### src/rtl/fault_campaign_ctrl.sv
// rtl/fault_campaign_ctrl.sv - fault-injection campaign controller; define FAULT_LOG_EN for last-experiment log ports
module fault_campaign_ctrl #(
    parameter int          DATA_W     = 32,
    parameter int          NCHAN      = 7,
    parameter int          NEXP       = 10,
    parameter int          FR         = 70,
    parameter int          DELAY_MIN  = 900,
    parameter int          DELAY_SPAN = 3600,
    parameter int          TIMEOUT    = 49152,
    parameter int          RST_CYCLES = 3,
    parameter logic [31:0] SEED       = 32'h1D872B41
) (
    input  logic                      clk,
    input  logic                      rst,
    input  logic                      enable,
    input  logic [1:0]                mode_i,
    input  logic                      trig_i,
    input  logic                      done_i,
    output logic                      inj_valid,
    output logic [$clog2(NCHAN)-1:0]  inj_chan,
    output logic [DATA_W-1:0]         inj_mask,
    output logic [1:0]                inj_mode,
    output logic                      soc_rst_req,
    output logic                      busy,
    output logic                      campaign_done,
    output logic [15:0]               exp_idx,
    output logic                      result_valid,
    output logic [1:0]                result_code,
    output logic [15:0]               cnt_clean,
    output logic [15:0]               cnt_injected,
    output logic [15:0]               cnt_timeout
`ifdef FAULT_LOG_EN
    ,
    output logic [15:0]               log_delay,
    output logic [$clog2(NCHAN)-1:0]  log_chan,
    output logic [$clog2(DATA_W)-1:0] log_bit
`endif
);
    localparam int          BW        = $clog2(DATA_W);
    localparam int          CW        = $clog2(NCHAN);
    localparam logic [31:0] LFSR_TAPS = 32'h80200003;

    typedef enum logic [2:0] {
        S_IDLE, S_ARM, S_DELAY, S_INJECT, S_MONITOR, S_RESULT, S_RESTART
    } state_t;

    state_t              state_q, state_d;
    logic [31:0]         lfsr_q, lfsr_d, lfsr_step;
    logic                en_q;
    logic [1:0]          mode_q, mode_d, code_q, code_d;
    logic [31:0]         wd_q, wd_d, dly_q, dly_d;
    logic [15:0]         rcnt_q, rcnt_d, exp_q, exp_d;
    logic [15:0]         cclean_q, cclean_d, cinj_q, cinj_d, ctmo_q, ctmo_d;
    logic                injd_q, injd_d, cdone_q, cdone_d;
    logic [CW-1:0]       chan_q, chan_d, chan_calc;
    logic [DATA_W-1:0]   mask_q, mask_d, mask_calc;
    logic [15:0]         sel_hi;
    logic [31:0]         dly_calc;
    logic                inj_sel, timeout;
`ifdef FAULT_LOG_EN
    logic [15:0]         dlog_q, dlog_d, log_delay_q, log_delay_d;
    logic [BW-1:0]       bit_q, bit_d, log_bit_q, log_bit_d;
    logic [CW-1:0]       log_chan_q, log_chan_d;
`endif

    // Random draws derived from the current LFSR word
    assign lfsr_step = lfsr_q[0] ? ((lfsr_q >> 1) ^ LFSR_TAPS) : (lfsr_q >> 1);
    assign sel_hi    = 16'(({16'd0, lfsr_q[15:0]} * 32'd100) >> 16);
    assign inj_sel   = sel_hi < 16'(FR);
    assign dly_calc  = 32'(DELAY_MIN) + 32'(({16'd0, lfsr_q[31:16]} * 32'(DELAY_SPAN)) >> 16);
    assign chan_calc = CW'(({8'd0, lfsr_q[23:16]} * 16'(NCHAN)) >> 8);
    assign mask_calc = (mode_q == 2'b01) ? '1 : (DATA_W'(1) << lfsr_q[BW-1:0]);
    assign timeout   = wd_q >= 32'(TIMEOUT - 1);

    assign inj_valid     = (state_q == S_INJECT);
    assign inj_chan      = inj_valid ? chan_calc : chan_q;
    assign inj_mask      = inj_valid ? mask_calc : mask_q;
    assign inj_mode      = mode_q;
    assign soc_rst_req   = (state_q == S_RESTART) && (rcnt_q < 16'(RST_CYCLES));
    assign busy          = (state_q != S_IDLE);
    assign campaign_done = cdone_q;
    assign exp_idx       = exp_q;
    assign result_valid  = (state_q == S_RESULT);
    assign result_code   = code_q;
    assign cnt_clean     = cclean_q;
    assign cnt_injected  = cinj_q;
    assign cnt_timeout   = ctmo_q;
`ifdef FAULT_LOG_EN
    assign log_delay     = log_delay_q;
    assign log_chan      = log_chan_q;
    assign log_bit       = log_bit_q;
`endif

    // Next-state and datapath updates for the experiment sequence
    always_comb begin
        state_d  = state_q;
        lfsr_d   = (state_q == S_IDLE) ? lfsr_q : lfsr_step;
        mode_d   = mode_q;
        wd_d     = wd_q;
        dly_d    = dly_q;
        rcnt_d   = rcnt_q;
        injd_d   = injd_q;
        code_d   = code_q;
        exp_d    = exp_q;
        cdone_d  = cdone_q;
        cclean_d = cclean_q;
        cinj_d   = cinj_q;
        ctmo_d   = ctmo_q;
        chan_d   = chan_q;
        mask_d   = mask_q;
`ifdef FAULT_LOG_EN
        dlog_d      = dlog_q;
        bit_d       = bit_q;
        log_delay_d = log_delay_q;
        log_chan_d  = log_chan_q;
        log_bit_d   = log_bit_q;
`endif
        if (state_q == S_DELAY || state_q == S_INJECT || state_q == S_MONITOR)
            wd_d = wd_q + 32'd1;
        case (state_q)
            S_IDLE: begin
                if (enable && !en_q) begin
                    cclean_d = '0;
                    cinj_d   = '0;
                    ctmo_d   = '0;
                    exp_d    = '0;
                    cdone_d  = 1'b0;
                    mode_d   = (mode_i == 2'b11) ? 2'b00 : mode_i;
                    state_d  = S_ARM;
                end
            end
            S_ARM: begin
                if (trig_i) begin
                    wd_d    = '0;
                    dly_d   = dly_calc;
                    injd_d  = 1'b0;
`ifdef FAULT_LOG_EN
                    dlog_d  = dly_calc[15:0];
`endif
                    state_d = inj_sel ? S_DELAY : S_MONITOR;
                end
            end
            S_DELAY: begin
                // done wins over timeout; either one cancels the pending fault
                if (done_i) begin
                    code_d  = 2'b00;
                    state_d = S_RESULT;
                end else if (timeout) begin
                    code_d  = 2'b10;
                    state_d = S_RESULT;
                end else if (dly_q <= 32'd1) begin
                    state_d = S_INJECT;
                end else begin
                    dly_d = dly_q - 32'd1;
                end
            end
            S_INJECT: begin
                chan_d  = chan_calc;
                mask_d  = mask_calc;
                injd_d  = 1'b1;
`ifdef FAULT_LOG_EN
                bit_d   = lfsr_q[BW-1:0];
`endif
                state_d = S_MONITOR;
            end
            S_MONITOR: begin
                if (done_i) begin
                    code_d  = injd_q ? 2'b01 : 2'b00;
                    state_d = S_RESULT;
                end else if (timeout) begin
                    code_d  = 2'b10;
                    state_d = S_RESULT;
                end
            end
            S_RESULT: begin
                case (code_q)
                    2'b00:   if (cclean_q != 16'hFFFF) cclean_d = cclean_q + 16'd1;
                    2'b01:   if (cinj_q != 16'hFFFF) cinj_d = cinj_q + 16'd1;
                    default: if (ctmo_q != 16'hFFFF) ctmo_d = ctmo_q + 16'd1;
                endcase
`ifdef FAULT_LOG_EN
                log_delay_d = injd_q ? dlog_q : '0;
                log_chan_d  = injd_q ? chan_q : '0;
                log_bit_d   = injd_q ? bit_q : '0;
`endif
                rcnt_d  = '0;
                state_d = S_RESTART;
            end
            S_RESTART: begin
                // RST_CYCLES of request followed by two settle cycles
                if (rcnt_q == 16'(RST_CYCLES + 1)) begin
                    rcnt_d = '0;
                    if (exp_q == 16'(NEXP - 1)) begin
                        cdone_d = 1'b1;
                        state_d = S_IDLE;
                    end else begin
                        exp_d   = exp_q + 16'd1;
                        state_d = S_ARM;
                    end
                end else begin
                    rcnt_d = rcnt_q + 16'd1;
                end
            end
            default: state_d = S_IDLE;
        endcase
    end

    // State and datapath registers
    always_ff @(posedge clk or posedge rst) begin
        if (rst) begin
            state_q  <= S_IDLE;
            lfsr_q   <= SEED;
            en_q     <= 1'b0;
            mode_q   <= '0;
            wd_q     <= '0;
            dly_q    <= '0;
            rcnt_q   <= '0;
            injd_q   <= 1'b0;
            code_q   <= '0;
            exp_q    <= '0;
            cdone_q  <= 1'b0;
            cclean_q <= '0;
            cinj_q   <= '0;
            ctmo_q   <= '0;
            chan_q   <= '0;
            mask_q   <= '0;
`ifdef FAULT_LOG_EN
            dlog_q      <= '0;
            bit_q       <= '0;
            log_delay_q <= '0;
            log_chan_q  <= '0;
            log_bit_q   <= '0;
`endif
        end else begin
            state_q  <= state_d;
            lfsr_q   <= lfsr_d;
            en_q     <= enable;
            mode_q   <= mode_d;
            wd_q     <= wd_d;
            dly_q    <= dly_d;
            rcnt_q   <= rcnt_d;
            injd_q   <= injd_d;
            code_q   <= code_d;
            exp_q    <= exp_d;
            cdone_q  <= cdone_d;
            cclean_q <= cclean_d;
            cinj_q   <= cinj_d;
            ctmo_q   <= ctmo_d;
            chan_q   <= chan_d;
            mask_q   <= mask_d;
`ifdef FAULT_LOG_EN
            dlog_q      <= dlog_d;
            bit_q       <= bit_d;
            log_delay_q <= log_delay_d;
            log_chan_q  <= log_chan_d;
            log_bit_q   <= log_bit_d;
`endif
        end
    end
endmodule

### config.mk
export PLATFORM = sky130hd
export DESIGN_NAME = fault_campaign_ctrl
export DESIGN_NICKNAME = d
export VERILOG_FILES = /design/src/rtl/fault_campaign_ctrl.sv
export SDC_FILE = /design/constraint.sdc
export NUM_CORES = 1
export LEC_CHECK = 0
export BUFFER_PORTS_ARGS = -buffer_cell sky130_fd_sc_hd__buf_2
export CAP_MARGIN = 20
export CORE_MARGIN = 2
export CORE_UTILIZATION = 55
export CTS_CLUSTER_DIAMETER = 40
export DETAILED_ROUTE_END_ITERATION = 8
export HOLD_SLACK_MARGIN = 0.06
export PLACE_DENSITY = 0.77
export RECOVER_POWER = 50
export SLEW_MARGIN = 15
export SYNTH_ARGS = -nofsm -noshare
export SYNTH_HDL_FRONTEND = slang
export SYNTH_SLANG_ARGS = --single-unit
### constraint.sdc
create_clock -name clk -period 10.09 [get_ports clk]
set_input_delay 2.018 -clock clk [delete_from_list [all_inputs] [get_ports clk]]
set_output_delay 2.018 -clock clk [all_outputs]
set_load 0.03 [all_outputs]
==> metrics.txt <==
run status finished with violations; failing checks max-capacitance violations, max-slew violations; Max Freq 146.8 MHz; 1st-pass router iterations 6; DR DRC count 0; area growth from synthesis to layout 13.26%; Reg2Reg Capture Point cnt_timeout[13]; die width ~160 µm; top-level I/O count 115; min-delay worst type flop to flop; summed negative setup slack over all endpoints 0 ns; drt initial violations 749; final estimated routing congestion in global placement 0.8633; fraction of the yosys area taken by sequential cells between 30 and 40%; TritonCTS Sinks 221; DP Wirelength ~21000 µm; R2R setup slack 3.28 ns; number of buffers created by CTS 34; number of placement rows 58; via count of the routed design 10973; type of origin of the critical path flop; Max Root-Sink Buffers 3; Nets 1769; commonest non-fill, non-tap cell in the layout dfrtp_1; Starting Density 55.77%; number of fill cells in the layout about 2100; count of final setup violators 0; gate count of the mapped netlist about 1500; arrival time worst endpoint roughly 7.1 ns; Post-Synth XOR/XNOR Area 8.881%; end point of the worst hold path chan_q[2]; worst clock skew 0.02115 ns; top-area cell type share of the netlist area 36.99%; number of enable flip-flop cells after synthesis 0; hold bufs inserted after CTS 0; Avg Cell Area, Syn around 9.4 µm²; Max Fanout on Critical Path 64; startpoint of the lowest-slack hold path chan_q[2]; GR Overflow Total 0; met2 track demand over resource 37.94%; Least-Margin Pin Slew just over 4 ns; largest cells by area after synthesis dfrtp_1, ha_1, fa_1, xor2_1, nor2_1; busiest layer in global routing met2; Clock H-tree levels 2; kind of capture point of the worst setup path flop; worst hold path cell count 2; master cell of the clock root buffer clkbuf_16; RSZ-0062 raised after global routing false; highest-count cells in the layout ignoring fill and taps dfrtp_1, nor2_1, ha_1; total count of max-transition violations in the final report 312; Crit path required time 10.36 ns; number of library cell types mapped by synthesis 67; post-cts gate resize count 0; beginning of the worst register-to-register path state_q[1]; multiplexer share of the synthesized area 1.331%; minimum clock period after layout 6.814 ns; vias in the first global route 10700; first-pass GRT wire length 50750 µm; wirelength, routed 30180 µm; primary flip-flop cell chosen by synthesis mapping dfrtp_1; per-cell via count in the routed design 5.619; synthesized flop and latch total between 200 and 250; y dimension of the die 163.6 µm; Clk Latency, worst-skew pair 0.52 ns; met3 track utilization from global routing 3.682%; number of cells on the worst reg-to-reg path 10; compound-gate portion of the synthesized area between 10% and 20%; placement-stage worst setup slack 4.826 ns; routed length per instance ~15 µm; Simple-Gate Fraction of Synth Area 18.99%; diode insertion count for antenna repair 0; combinational family with the most area after synthesis simple AND/OR/NAND/NOR gates; share of post-route cells with drive strength above 1 roughly a tenth; Max-cap violations 6; number of warnings printed during yosys synthesis 0; Relative slew margins -173.3%; post-synthesis adder-cell area fraction 16.83%; final hold violations 0; worst hold-check slack 0.4861 ns; critical path class flop to flop; CTS tree done; async set-reset flop share out of synthesis 100.0%; met1 track demand over resource in global routing a little under a third; Finished Core Util 63.17%; number of antenna violations at the first check in global routing 0; die area approximately 27000 µm²; Post-CTS Repair Setup Buffers 0; CORE AREA approximately 25000 µm²; GRT Total Usage 22.83%; count of port buffers added during placement roughly 110; number of nets with antenna violations after routing 0; post-route clock period utilization about 68%; Clock Pin Slew Worst Setup and Hold Paths 0.05 ns; post-synthesis cell type with the largest combined area dfrtp_1; final setup slack of the worst path 3.276 ns; Synth Cell Area 14000 µm²; pin count of the biggest net entering global routing 95; Mapped Nets 1658
[metrics by stage]
stage                     cell area (µm²)  instances
final                               15860       1953
after global routing                15860       1953
after CTS                           15970       1953
after detailed placement            14870       1891
after global placement              14870       1891
after floorplan                     14000       1486
[worst max path at each step]
stage	cells after the start	from	slack (ns)	to
final	10	state_q[1]	3.28	cnt_timeout[13]
after global routing	10	state_q[1]	2.47	cnt_timeout[13]
after CTS	5	state_q[1]	4.66	inj_mask[12]
after detailed placement	20	lfsr_q[23]	4.83	dly_q[8]
after global placement	20	lfsr_q[23]	5.01	dly_q[8]
after floorplan	1	rst	2.05	campaign_done
[cells in the mapped netlist (3+ instances only)]
library cell and n:
o21ai_0 90, and3_1 25, nor3_2 4, nand2b_1 17, ha_1 126, o31ai_1 4, a211oi_1 6, and2_1 6
o221ai_1 3, mux2i_1 4, nand3b_1 4, mux2_2 13, a221oi_1 4, a21oi_1 65, nor3_1 22, a31oi_1 5
nand4_1 34, or3_1 13, dfrtp_1 207, inv_1 107, xnor2_1 60, and4_1 8, buf_1 3, fa_1 39
nor2_1 185, nor2b_1 9, nand3_1 71, xor2_1 82, dfstp_2 14, nor4_1 24, nor3b_1 3, o21a_1 21
nand2_1 119, o41ai_1 3, clkbuf_1 37, a21o_1 5, buf_6 3
[state kept, by name, summed over array words and instances, names as in the netlist]
name and cells:
cnt_clean 16, result_code 2, en_q 1, mask_q 32
lfsr_q 32, wd_q 32, dly_q 32, inj_mode 2
campaign_done 1, injd_q 1, cnt_timeout 16, state_q 3
chan_q 3, rcnt_q 16, exp_idx 16, cnt_injected 16
[cell type report]
class	count	area [µm²]	share of cell area (%)
Multi-Input combinational cell	1112	7846	49.47
Sequential cell	221	5548	34.98
Clock buffer	42	900.9	5.680
Timing Repair Buffer	120	545.5	3.440
Tap cell	330	412.9	2.603
Inverter	108	406.6	2.564
Clock inverter	20	200.2	1.262
[worst max-delay path, stage by stage (launching register included)]
cell and delay, ns:
dfrtp_1 0.57, nor3_4 0.25, clkbuf_1 1.49, inv_1 0.60, nor3_4 0.25, clkbuf_1 1.95
nor2_1 0.35, nor4_1 0.63, nand4_1 0.19, xor2_1 0.16, nor2_1 0.06
[metal layers]
layer / wire length, µm / part of all wire, %
met2: 14730 / 49
met3: 1264 / 4.2
met5: 0 / 0
met1: 13430 / 45
met4: 755 / 2.5
[cell families after synthesis]
logic type / after synthesis
multiplexers: 17
AND/OR/NAND/NOR: 555
XOR/XNOR: 142
adder cells (fa/ha/maj): 165
flip-flops: 221
buffers and inverters: 153
AO/OA/AOI/OAI: 233
Power is not shown: default switching activity piles up to over one toggle a cycle in this logic, so the estimate is an artifact.
